<file path="src/rtl/mem_bus_arbiter.sv">
// N-channel request arbiter onto a single shared memory port, with fixed-priority or
// round-robin grant, per-channel completion pulses and a response timeout.
module mem_bus_arbiter #(
  parameter int unsigned NCH     = 3,
  parameter int unsigned AW      = 32,
  parameter int unsigned DW      = 32,
  parameter int unsigned RR_MODE = 0,
  parameter int unsigned TIMEOUT = 255,
  localparam int unsigned GW     = (NCH > 1) ? $clog2(NCH) : 1,
  localparam int unsigned CW     = (TIMEOUT > 0) ? $clog2(TIMEOUT + 1) : 1
) (
  input  logic              clk,
  input  logic              rst_n,
  input  logic [NCH-1:0]    ch_req,
  input  logic [NCH-1:0]    ch_we,
  input  logic [NCH-1:0]    ch_w,
  input  logic [NCH-1:0]    ch_hw,
  input  logic [NCH*AW-1:0] ch_adr,
  input  logic [NCH*DW-1:0] ch_wdata,
  output logic [NCH-1:0]    ch_done,
  output logic [NCH-1:0]    ch_err,
  output logic [DW-1:0]     ch_rdata,
  output logic              read_req,
  output logic              write_req,
  output logic              m_w,
  output logic              m_hw,
  output logic [AW-1:0]     m_adr,
  output logic [DW-1:0]     m_wdata,
  input  logic              read_valid,
  input  logic [DW-1:0]     read_data,
  input  logic              write_finish,
  output logic [GW-1:0]     grant_id,
  output logic              spurious_rsp
);

  localparam logic [1:0] StIdle = 2'd0;
  localparam logic [1:0] StBusy = 2'd1;
  localparam logic [1:0] StDone = 2'd2;

  logic [1:0]     state_q, state_d;
  logic [GW-1:0]  grant_q, grant_d, rr_ptr_q, rr_ptr_d, winner;
  logic [CW-1:0]  cnt_q, cnt_d;
  logic           read_req_q, read_req_d, write_req_q, write_req_d;
  logic           m_w_q, m_w_d, m_hw_q, m_hw_d, spur_q, spur_d;
  logic [AW-1:0]  m_adr_q, m_adr_d;
  logic [DW-1:0]  m_wdata_q, m_wdata_d, rdata_q, rdata_d;
  logic [NCH-1:0] done_q, done_d, err_q, err_d;
  logic           got_rsp, wrong_rsp, timed_out;

  // Fixed priority scans from index 0; round-robin scans upward from ptr with wrap.
  function automatic logic [GW-1:0] pick(input logic [NCH-1:0] req, input logic [GW-1:0] ptr);
    logic [GW-1:0] sel, idx;
    logic          found;
    sel   = '0;
    found = 1'b0;
    for (int unsigned i = 0; i < NCH; i++) begin
      idx = GW'((RR_MODE != 0) ? (32'(ptr) + i) % NCH : i);
      if (!found && req[idx]) begin
        found = 1'b1;
        sel   = idx;
      end
    end
    return sel;
  endfunction

  assign winner    = pick(ch_req, rr_ptr_q);
  assign got_rsp   = read_req_q ? read_valid : write_finish;
  assign wrong_rsp = read_req_q ? write_finish : read_valid;
  assign timed_out = (TIMEOUT != 0) && (cnt_q == CW'(TIMEOUT));

  always_comb begin
    state_d     = state_q;
    grant_d     = grant_q;
    rr_ptr_d    = rr_ptr_q;
    cnt_d       = cnt_q;
    read_req_d  = read_req_q;
    write_req_d = write_req_q;
    m_w_d       = m_w_q;
    m_hw_d      = m_hw_q;
    m_adr_d     = m_adr_q;
    m_wdata_d   = m_wdata_q;
    rdata_d     = rdata_q;
    spur_d      = spur_q;
    done_d      = '0;
    err_d       = '0;
    case (state_q)
      StIdle: begin
        if (read_valid || write_finish) spur_d = 1'b1;
        if (|ch_req) begin
          grant_d     = winner;
          m_w_d       = ch_w[winner];
          m_hw_d      = ch_hw[winner];
          m_adr_d     = ch_adr[winner*AW +: AW];
          m_wdata_d   = ch_wdata[winner*DW +: DW];
          read_req_d  = ~ch_we[winner];
          write_req_d = ch_we[winner];
          cnt_d       = '0;
          state_d     = StBusy;
        end
      end
      StBusy: begin
        if (wrong_rsp) spur_d = 1'b1;
        if (cnt_q != {CW{1'b1}}) cnt_d = cnt_q + 1'b1;
        // A response in the timeout cycle takes precedence over the abort.
        if (got_rsp || timed_out) begin
          done_d[grant_q] = 1'b1;
          err_d[grant_q]  = ~got_rsp;
          if (read_req_q) rdata_d = got_rsp ? read_data : '0;
          read_req_d  = 1'b0;
          write_req_d = 1'b0;
          state_d     = StDone;
        end
      end
      StDone: begin
        if (read_valid || write_finish) spur_d = 1'b1;
        rr_ptr_d = GW'((32'(grant_q) + 32'd1) % NCH);
        state_d  = StIdle;
      end
      default: state_d = StIdle;
    endcase
  end

  always_ff @(posedge clk or negedge rst_n) begin
    if (!rst_n) begin
      state_q     <= StIdle;
      grant_q     <= '0;
      rr_ptr_q    <= '0;
      cnt_q       <= '0;
      read_req_q  <= 1'b0;
      write_req_q <= 1'b0;
      m_w_q       <= 1'b0;
      m_hw_q      <= 1'b0;
      m_adr_q     <= '0;
      m_wdata_q   <= '0;
      rdata_q     <= '0;
      spur_q      <= 1'b0;
      done_q      <= '0;
      err_q       <= '0;
    end else begin
      state_q     <= state_d;
      grant_q     <= grant_d;
      rr_ptr_q    <= rr_ptr_d;
      cnt_q       <= cnt_d;
      read_req_q  <= read_req_d;
      write_req_q <= write_req_d;
      m_w_q       <= m_w_d;
      m_hw_q      <= m_hw_d;
      m_adr_q     <= m_adr_d;
      m_wdata_q   <= m_wdata_d;
      rdata_q     <= rdata_d;
      spur_q      <= spur_d;
      done_q      <= done_d;
      err_q       <= err_d;
    end
  end

  assign ch_done      = done_q;
  assign ch_err       = err_q;
  assign ch_rdata     = rdata_q;
  assign read_req     = read_req_q;
  assign write_req    = write_req_q;
  assign m_w          = m_w_q;
  assign m_hw         = m_hw_q;
  assign m_adr        = m_adr_q;
  assign m_wdata      = m_wdata_q;
  assign grant_id     = grant_q;
  assign spurious_rsp = spur_q;

endmodule

</file>
<file path="config.mk">
export PLATFORM = sky130hd
export DESIGN_NAME = mem_bus_arbiter
export DESIGN_NICKNAME = d
export VERILOG_FILES = /design/src/rtl/mem_bus_arbiter.sv
export SDC_FILE = /design/constraint.sdc
export NUM_CORES = 1
export LEC_CHECK = 0
export ABC_AREA = 1
export CORE_AREA = 3 3 131 146
export DETAILED_ROUTE_END_ITERATION = 6
export DIE_AREA = 0 0 134 149
export PLACE_DENSITY_LB_ADDON = 0.08
export SLEW_MARGIN = 0
export SYNTH_ARGS = -nofsm -noshare
export SYNTH_HDL_FRONTEND = slang
export SYNTH_SLANG_ARGS = --single-unit
</file>
<file path="constraint.sdc">
create_clock -name clk -period 1.5 [get_ports clk]
set_clock_uncertainty 0.05 [all_clocks]
set_input_delay 0.3 -clock clk [delete_from_list [all_inputs] [get_ports clk]]
set_output_delay 0.3 -clock clk [all_outputs]
set_load 0.03 [all_outputs]
</file>
==> summary.md, run 1 <==
| Metric | Value |
|---|---|
| R2r setup slk | -0.07 ns |
| Vias in the first global route | 7,041 |
| Status | finished, violations left |
| Most area-hungry cell type in the Yosys netlist | dfrtp_1 |
| Crit path max fanout | 16 |
| Worst setup margin | -0.0708 ns |
| Final setup TNS | -1.61 ns |
| Largest net degree at the start of global routing | 38 |
| Worst-path cell chain | ha_2, nand2_2, nor2_4, nand2_2, nand2_4, nand3_4, clkbuf_16, nand2_1, nand2_1 |
| Core area | 0.0177 mm2 |
| Top cells by count, synth | nand2_1, dfrtp_1, a21oi_1 |
| CP startpoint kind | register |
| Root Buffer | clkbuf_16 |
| DP Worst Slack | -0.496 ns |
| Overall global routing resource usage | 0.243 |
| Ant. Diodes | 0 |
| Share of flip-flops with an asynchronous set or reset | 1.00 |
| Synth Net Count | 1,091 |
| Tcrit/Tclk final | 1.05 |
| Worst setup endpoint | ch_rdata[18]$_DFFE_PN0P_ |
| Kind of critical path | register to register |
| #FFs+latches synth | 119 |
| Worst EP required | 1.75 ns |
| Fmax | 637 MHz |
| Die Y | 149 um |
| IO Count | 349 |
| Number of flops mapped to enable cells by yosys | 0 |
| Most area-consuming cells after synthesis | dfrtp_1, nand2_1, a21oi_1 |
| Slowest stage delay, CP | 0.35 ns |
| Avg WL per Cell | 17.5 um |
| H-tree levels | 4 |
| Final setup fails | 32 |
| CTS max path bufs | 2 |
| Clk_lat worst skew | 0.41 ns |
| PD cells | 1870 mW/mm2 |
| Crit-path slowest cell | dfrtp_1 |
| Post-synth top flop | dfrtp_1 |
| Final-report hold violation count | 0 |
| Critical path startpoint | cnt_q[0]$_DFFE_PN0P_ |
| Pre-Repair DR Iteration Count | 7 |
| Total CTS buffers | 17 |
| Dpl cells | 1,421 |
| Filler instances | 1,525 |
| Max VDD drop | 928 uV |
| Share of layout cells above drive strength 1 | 0.202 |
| Failing checks | setup timing |
| WP data arrival | 1.82 ns |
| RSZ-0062 raised after global routing | yes |
| Global-route wire length before repair | 37.6 mm |
| Overflow after GRT | 0 |
| CTS tree | built |
| Measured slew at the worst slew-check pin | 0.407 ns |
| # DRC | 0 |
| Most frequent cell after synthesis | nand2_1 |
| Syn_area_per_cell | 7.50 um2 |
| ANT nets after route | 0 |
| FF-to-FF path depth | 9 |
| Worst-path clk slew | 0.06 ns |
| RD Place Congestion | 0.862 |
| DR vias/cell | 4.88 |
| Initial antenna violation count | 0 |
| Nets | 1,454 |
| Max-slew violations | 0 |
| Reg-to-Reg Start | cnt_q[0]$_DFFE_PN0P_ |
| Die ar. | 0.0200 mm2 |
| Worst setup EP type | register |
| Slew Limit Headroom | 0.729 |
| DRT iter0 DRCs | 266 |
| Mapped Cells | 850 |
| Die W | 134 um |
| CTS sink cnt | 119 |
| DP Wirelength | 18.5 mm |
| Detailed-route via count | 7,149 |
| Leakage | 5.50 nW |
| Unique cell type count in the Yosys netlist | 23 |
| WL final | 25.6 mm |
| Max cap viols | 0 |
| Starting Density | 0.361 |
| R2R Path End | ch_rdata[18]$_DFFE_PN0P_ |
| Ys Warns | 0 |
| Top-area cell type share of the netlist area | 0.467 |
| Number of port buffers | 348 |
| Min Tclk post-route | 1.57 ns |
| Seq/Total Area, Yosys | 0.467 |
| Rows | 51 |
| Area delta synth->final | 82.7% |
| Post-Syn Area | 0.00638 mm2 |
| Fin cells | 1,464 |
| Hold crit path type | input pin to async pin |
## critical path: cells and delay by family (launching register included)
family | cells | cell delay [ns]
AND/OR/NAND/NOR | 7 | 0.64
flip-flops | 1 | 0.35
adder cells (fa/ha/maj) | 1 | 0.19
buffers and inverters | 1 | 0.22
## per-stage QoR
step / cell area, um2 / hold slack (ns) / util / total power, mW
2_1_floorplan: 6380 / -0.0456 / - / 11.3
3_3_place_gp: 10700 / 0.209 / 0.603 / 16.9
3_5_place_dp: 10700 / 0.207 / 0.603 / 17.0
4_1_cts: 11500 / 0.301 / 0.648 / 21.4
5_1_grt: 11600 / 0.326 / 0.659 / 22.9
6_report: 11600 / 0.303 / 0.659 / 21.7
## kinds of logic (layout without fill, tap and decap cells)
family                   Yosys count  in the layout  share of synthesized area
AO/OA/AOI/OAI                    191            191                      0.177
XOR/XNOR                           1              1                    0.00137
adder cells (fa/ha/maj)            1              1                    0.00196
buffers and inverters            171            547                      0.111
flip-flops                       119            119                      0.467
AND/OR/NAND/NOR                  367            367                      0.241
## layout by cell type (no fill, tap or decap), types with 2 or more instances in the layout
master,instances
clkbuf_2,15
nor2_1,99
bufinv_16,4
nor2_4,2
nand3b_1,2
nand4_1,35
inv_1,107
dfrtp_1,117
o21ai_1,2
clkinvlp_4,3
buf_8,2
buf_4,32
nand3_1,33
inv_6,2
nand2_2,24
o211ai_1,68
clkinv_2,3
dlymetal6s2s_1,2
inv_2,2
nand2_4,13
clkdlybuf4s50_1,236
buf_6,3
nor2_2,3
buf_12,40
a21oi_1,115
o21ai_0,5
clkinv_4,4
buf_2,6
clkdlybuf4s15_2,61
nor3_1,2
clkbuf_16,21
dfrtp_2,2
nand2_1,151
clkdlybuf4s15_1,2
## where the power goes
group	leakage, nW	total (mW)	internal, mW	switching [mW]
clock network	0.300	4.38	2.79	1.60
registers	1.43	5.56	4.56	0.995
logic	3.77	11.8	5.02	6.77
## how the worst min path moves through the flow
| stage | end | depth (start not counted) |
|---|---|---|
| finish | ch_rdata[10]$_DFFE_PN0P_ | 2 |
| global route | ch_rdata[10]$_DFFE_PN0P_ | 2 |
| CTS | ch_rdata[10]$_DFFE_PN0P_ | 2 |
| detailed placement | ch_rdata[10]$_DFFE_PN0P_ | 1 |
| global placement | ch_rdata[10]$_DFFE_PN0P_ | 1 |
| floorplan | ch_done[0]$_DFF_PN0_ | 0 |
## timing repair
| action | in CTS | in global routing |
|---|---|---|
| gates resized for setup | 242 | 89 |
| setup buffers | 2 | 3 |
| endpoints found under the hold margin | 21 | 0 |
| setup endpoints to repair | 124 | 129 |
| pin swaps | 1 | 11 |
| cloned | 1 | 4 |
| hold buffers | 1 | 0 |
## final cells by class
class | count | area [um2] | share of cell area
timing repair buffer | 405 | 4450 | 0.382
sequential | 119 | 2980 | 0.256
multi-input combinational | 560 | 2880 | 0.247
clock buffer | 17 | 425 | 0.0365
inverter | 110 | 418 | 0.0359
tap | 238 | 298 | 0.0256
clock inverter | 15 | 201 | 0.0173
## registers in the layout (all words and copies together), names as in the netlist
signal	count
m_w	1
ch_rdata	32
m_adr	32
write_req	1
m_wdata	32
ch_err	3
read_req	1
m_hw	1
state_q	2
grant_id	2
spurious_rsp	1
ch_done	3
cnt_q	8
## layer usage
metal,GRT usage,routed length [um]
met5,0,0
met4,0.0977,844
met3,0.0810,2110
met2,0.421,12900
met1,0.278,9740
Power figures use the tool's default switching activity.
==> run 2: changes to the inputs <==
--- a/config.mk
+++ b/config.mk
@@ -7,6 +7,7 @@
 export LEC_CHECK = 0
 export ABC_AREA = 1
 export CORE_AREA = 3 3 131 146
+export CTS_BUF_LIST = sky130_fd_sc_hd__clkbuf_8
 export DETAILED_ROUTE_END_ITERATION = 6
 export DIE_AREA = 0 0 134 149
 export PLACE_DENSITY_LB_ADDON = 0.08
==> constraint.sdc (replaced) <==
create_clock -name clk -period 1.5 [get_ports clk]
set_clock_uncertainty 0.05 [all_clocks]
set_input_delay 0.15 -clock clk [delete_from_list [all_inputs] [get_ports clk]]
set_output_delay 0.15 -clock clk [all_outputs]
set_load 0.03 [all_outputs]
==> run 2 against run 1 <==
  * Worst setup slack improved by 0.046 ns
  * First-iteration DRC count increased by 20%
  * Final cell count decreased by 0.48%
  * Core utilization decreased by 4.7 points
  * The run still ends with setup timing left
  * Maximum frequency increased by 3.0%
  * Register-to-register slack improved by 0.05 ns
  * Sequential power decreased by 5.4%
  * Via count about the same
  * Non-clock buffer count decreased by 7
  * Cell area decreased by 7.1%
  * Die area unchanged
  * Largest cell class unchanged
==> summary.md, run 2 (synthesized netlist as in run 1, its figures left out) <==
| Metric | Value |
|---|---|
| Status | finished, violations left |
| Failing checks | setup timing |
| RSZ-0062 raised after global routing | yes |
| Kind of critical path | register to register |
| Initial antenna violation count | 0 |
| DR vias/cell | 4.91 |
| Buf/Inv on CP | 1 |
| CTS sink cnt | 119 |
| Rows | 51 |
| Global-route wire length before repair | 37.1 mm |
| Top Family by Delay on Critical Path | simple AND/OR/NAND/NOR gates |
| Worst-path clk slew | 0.08 ns |
| Largest net degree at the start of global routing | 40 |
| Most frequent cells in the layout | clkdlybuf4s50_1, nand2_1, dfrtp_1, a21oi_1, inv_1 |
| Overall global routing resource usage | 0.238 |
| Crit-path most repeated cell | nand2_1 |
| Filler instances | 1,642 |
| Crit-path slowest cell | dfrtp_1 |
| Crit path max fanout | 32 |
| Die W | 134 um |
| CTS max path bufs | 2 |
| Worst setup margin | -0.0245 ns |
| Max-slew violations | 0 |
| Final setup fails | 20 |
| Area delta synth->final | 69.8% |
| Hold slack | 0.125 ns |
| Critical path startpoint | cnt_q[0]$_DFFE_PN0P_ |
| Die Y | 149 um |
| Overflow after GRT | 0 |
| Max cap viols | 0 |
| WP data arrival | 1.80 ns |
| Share of layout cells above drive strength 1 | 0.0853 |
| WL final | 24.4 mm |
| Tcrit/Tclk final | 1.02 |
| Hold crit path type | input pin to async pin |
| IO Count | 349 |
| # DRC | 0 |
| Min Tclk post-route | 1.52 ns |
| Final-report hold violation count | 0 |
| RD Place Congestion | 0.878 |
| Measured slew at the worst slew-check pin | 0.423 ns |
| Most common cell after layout, fill and taps aside | clkdlybuf4s50_1 |
| Fin cells | 1,457 |
| Pre-Repair DR Iteration Count | 4 |
| Max VDD drop | 851 uV |
| Dpl cells | 1,420 |
| ANT nets after route | 0 |
| Fmax | 656 MHz |
| Die ar. | 0.0200 mm2 |
| Worst setup EP type | register |
| DP Wirelength | 18.4 mm |
| Vias in the first global route | 7,071 |
| Final setup TNS | -0.240 ns |
| Avg WL per Cell | 16.7 um |
| Number of port buffers | 348 |
| Starting Density | 0.361 |
| Worst-path cell chain | ha_1, nand2_1, nor2_2, nand2_2, nand2_4, nand3_2, buf_12, nand2_1, nand2_1 |
| CP startpoint kind | register |
| Detailed-route via count | 7,155 |
| Slowest stage delay, CP | 0.37 ns |
| Root Buffer | clkbuf_8 |
| Nets | 1,447 |
| Reg-to-Reg Start | cnt_q[0]$_DFFE_PN0P_ |
| Slew Limit Headroom | 0.719 |
| Ant. Diodes | 0 |
| Total CTS buffers | 17 |
| DRT iter0 DRCs | 320 |
| CTS tree | built |
| Final Util | 0.612 |
| Leakage | 5.28 nW |
| H-tree levels | 4 |
| Core area | 0.0177 mm2 |
| PD cells | 1730 mW/mm2 |
| Clk_lat worst skew | 0.44 ns |
| Worst EP required | 1.78 ns |
run 2: changes by cell type in the layout (fill, tap and decap cells not counted), moves of 3 or more:
cell and change:
buf_2 -6, dlygate4sd2_1 +94, nand2_1 +31, buf_6 -3, clkbuf_16 -19, nand2_2 -20
nand2_4 -11, clkbuf_8 +17, clkdlybuf4s15_1 +10, clkbuf_2 -15, clkdlybuf4s15_2 -61, buf_12 -23
run 2: final timing paths:
| kind | depth (start not counted) | slack (ns) | end |
|---|---|---|---|
| max | 9 | -0.02 | ch_rdata[4]$_DFFE_PN0P_ |
| min | 2 | 0.12 | ch_rdata[22]$_DFFE_PN0P_ |
| max reg2reg | 9 | -0.02 | ch_rdata[4]$_DFFE_PN0P_ |
| min reg2reg | 2 | 0.42 | m_adr[14]$_DFFE_PN0P_ |
| max in group asynchronous | 3 | 0.75 | m_adr[16]$_DFFE_PN0P_ |
| min in group clk | 3 | 0.28 | m_adr[23]$_DFFE_PN0P_ |
run 2: cell type report:
type                            count  area [um2]  share of cell area
Timing Repair Buffer              398        3990               0.369
Inverter                          110         415              0.0384
Tap cell                          238         298              0.0275
Sequential cell                   119        2980               0.275
Clock inverter                     15         180              0.0166
Clock buffer                       17         234              0.0216
Multi-Input combinational cell    560        2730               0.252
run 2: repair_timing:
item / 4_1_cts / 5_1_grt
setup endpoints to repair: 141 / 65
gates cloned: 0 / 2
pin swaps: 0 / 1
resized for setup: 112 / 19
hold endpoints to repair: 119 / 0
buffers inserted: 0 / 2
hold buffers: 1 / 0
run 2: metrics by stage:
step / worst slack (ns) / cell area [um2] / total power, mW
floorplan: 0.0104 / 6380 / 11.3
global placement: -0.279 / 10400 / 16.1
detailed placement: -0.269 / 10400 / 16.2
CTS: -0.00866 / 10700 / 18.5
global route: -0.128 / 10800 / 19.9
finish: -0.0245 / 10800 / 18.7
run 2: power by group:
group | total, mW | switching, mW | internal, mW
combinational | 10.3 | 6.60 | 3.73
clock | 3.09 | 1.44 | 1.65
sequential | 5.26 | 0.714 | 4.55
total | 18.7 | 8.75 | 9.93
run 2: routing by layer:
layer	vias to the layer above	GRT usage	routed length, um
met5	-	0	0
met3	54	0.0833	2220
met2	285	0.402	12000
met4	0	0.118	1010
li1	3504	-	-
met1	3312	0.267	9140
==> run 3: changes to the inputs <==
--- a/config.mk
+++ b/config.mk
@@ -6,10 +6,10 @@
 export NUM_CORES = 1
 export LEC_CHECK = 0
 export ABC_AREA = 1
-export CORE_AREA = 3 3 131 146
+export CORE_AREA = 3 3 141 157
 export CTS_BUF_LIST = sky130_fd_sc_hd__clkbuf_8
 export DETAILED_ROUTE_END_ITERATION = 6
-export DIE_AREA = 0 0 134 149
+export DIE_AREA = 0 0 144 160
 export PLACE_DENSITY_LB_ADDON = 0.08
 export SLEW_MARGIN = 0
 export SYNTH_ARGS = -nofsm -noshare
==> constraint.sdc (replaced) <==
create_clock -name clk -period 1.9 [get_ports clk]
set_clock_uncertainty 0.05 [all_clocks]
set_input_delay 0.19 -clock clk [delete_from_list [all_inputs] [get_ports clk]]
set_output_delay 0.19 -clock clk [all_outputs]
set_load 0.03 [all_outputs]
==> run 3 against run 2 <==
  * The run now ends clean
  * Worst hold slack improved by 0.21 ns
  * Sequential share of layout area increased by 0.26 points
  * Clock-buffer cell count unchanged
  * Flip-flop and latch count unchanged
  * Global-route usage decreased by 2.6 points
  * Non-clock buffer count decreased by 22
  * Critical endpoint is now m_adr[19]
  * Largest cell class unchanged
  * Largest power group unchanged
==> summary.md, run 3 (synthesized netlist as in run 1, its figures left out) <==
| Metric | Value |
|---|---|
| Area delta synth->final | 68.1% |
| Max VDD drop | 668 uV |
| CP startpoint kind | register |
| Leakage | 4.97 nW |
| Slew Limit Headroom | 0.548 |
| Max cap viols | 0 |
| DRT iter0 DRCs | 300 |
| Max-slew violations | 0 |
| CTS max path bufs | 2 |
| Buf/Inv on CP | 1 |
| Status | complete, no violations |
| IO Count | 349 |
| Pre-Repair DR Iteration Count | 5 |
| DR vias/cell | 4.78 |
| Share of layout cells above drive strength 1 | 0.0610 |
| Total CTS buffers | 17 |
| Vias in the first global route | 6,868 |
| H-tree levels | 4 |
| Crit path max fanout | 2 |
| Most common cell after layout, fill and taps aside | clkdlybuf4s50_1 |
| WL final | 24.9 mm |
| Net Switching | 6.91 mW |
| Nets | 1,425 |
| Clock power frac | 0.165 |
| Clk_lat worst skew | 0.44 ns |
| # DRC | 0 |
| Kind of critical path | register to primary output |
| Tcrit/Tclk final | 0.941 |
| CTS tree | built |
| Core area | 0.0206 mm2 |
| Root Buffer | clkbuf_8 |
| PD cells | 1420 mW/mm2 |
| Top Family by Delay on Critical Path | buffers and inverters |
| Die Y | 160 um |
| Min Tclk post-route | 1.79 ns |
| ANT nets after route | 0 |
| Final setup fails | 0 |
| Finished layout cell area | 0.0107 mm2 |
| Net switching share of the total power | 0.453 |
| DP Wirelength | 18.4 mm |
| RD Place Congestion | 0.830 |
| Worst setup EP type | primary output |
| Overflow after GRT | 0 |
| Final-report hold violation count | 0 |
| Worst-path cell chain | clkdlybuf4s50_1 |
| Initial antenna violation count | 2 |
| Starting Density | 0.310 |
| Fmax | 559 MHz |
| CTS sink cnt | 119 |
| Hold crit path type | input pin to register |
| Largest net degree at the start of global routing | 120 |
| Overall global routing resource usage | 0.212 |
| Global-route wire length before repair | 37.9 mm |
| Worst-path clk slew | 0.09 ns |
| Worst EP required | 1.66 ns |
| RSZ-0062 raised after global routing | no |
| Most frequent cells in the layout | clkdlybuf4s50_1, nand2_1, dfrtp_1, a21oi_1, inv_1 |
| Measured slew at the worst slew-check pin | 0.678 ns |
| Die W | 144 um |
| Seq pwr share | 0.276 |
| Rows | 55 |
| Comb pwr share | 0.560 |
| Crit-path slowest cell | clkdlybuf4s50_1 |
| Final setup TNS | 0 ns |
| Pint | 8.34 mW |
| WP data arrival | 1.55 ns |
| Number of port buffers | 348 |
| Placed Area | 0.0103 mm2 |
| Detailed-route via count | 6,946 |
| Avg WL per Cell | 17.1 um |
| Die ar. | 0.0230 mm2 |
| Slowest stage delay, CP | 0.70 ns |
run 3: changes by cell type in the layout (fill, tap and decap cells not counted), moves of 2 or more:
| cell | previous run | this run |
|---|---|---|
| dlygate4sd2_1 | 94 | 2 |
| clkdlybuf4s15_1 | 12 | 0 |
| clkdlybuf4s50_1 | 238 | 344 |
| buf_12 | 17 | 14 |
| buf_4 | 33 | 15 |
| clkbuf_16 | 2 | 0 |
| nor2_1 | 101 | 103 |
| o21ai_0 | 5 | 7 |
| clkinv_2 | 3 | 0 |
| nor2_2 | 2 | 0 |
| inv_6 | 1 | 5 |
run 3: layer usage:
layer	wire, um	GRT usage
met1	10000	0.254
met2	12300	0.355
met3	2030	0.0689
met4	502	0.0719
met5	13	0
run 3: what timing repair did:
action | CTS | global route
hold buffers | 1 | 0
hold endpoints to repair | 119 | 0
gates resized for setup | 2 | 1
setup buffers | 0 | 1
endpoints found under the setup margin | 2 | 31
run 3: per-stage QoR:
step	cells	hold slack, ns	setup WS, ns	power [mW]	util
4_1_cts	1452	0.295	0.0596	15.4	0.520
2_1_floorplan	850	-0.156	0.342	8.89	-
3_5_place_dp	1419	0.312	-0.00133	12.8	0.499
6_report	1454	0.330	0.112	15.3	0.521
3_3_place_gp	1419	0.310	0.00841	12.7	0.499
5_1_grt	1454	0.312	0.00642	16.3	0.521
run 3: worst paths after layout:
| check | start | to | slack, ns | depth (start not counted) |
|---|---|---|---|---|
| worst max-delay path | m_adr[19]$_DFFE_PN0P_ | m_adr[19] | 0.11 | 1 |
| worst min-delay path | read_data[28] | ch_rdata[28]$_DFFE_PN0P_ | 0.33 | 5 |
| worst max register to register | cnt_q[1]$_DFFE_PN0P_ | ch_rdata[12]$_DFFE_PN0P_ | 0.18 | 9 |
| max in group asynchronous | rst_n | m_wdata[0]$_DFFE_PN0P_ | 0.94 | 3 |
| min in group asynchronous | rst_n | ch_rdata[8]$_DFFE_PN0P_ | 0.36 | 3 |
| worst min register to register | ch_rdata[15]$_DFFE_PN0P_ | ch_rdata[15]$_DFFE_PN0P_ | 0.43 | 2 |
run 3: final cells by class:
class / count / area, um2
repair buffers: 376 / 3860
multi-input cells: 560 / 2720
clock buffers: 17 / 234
diodes: 1 / 2.50
flip-flops and latches: 119 / 2980
well taps: 256 / 320
clock inverters: 15 / 191
inverters: 110 / 413
fillers: 2018 / 9860
run 3: power by group through the flow:
stage | Clock, mW | Sequential (mW) | Combinational, mW
5_1_grt | 2.70 | 4.35 | 9.21
6_report | 2.51 | 4.20 | 8.54
2_1_floorplan | 0 | 6.14 | 2.75
4_1_cts | 2.60 | 4.21 | 8.60
3_5_place_dp | 0 | 4.23 | 8.60
3_3_place_gp | 0 | 4.23 | 8.52
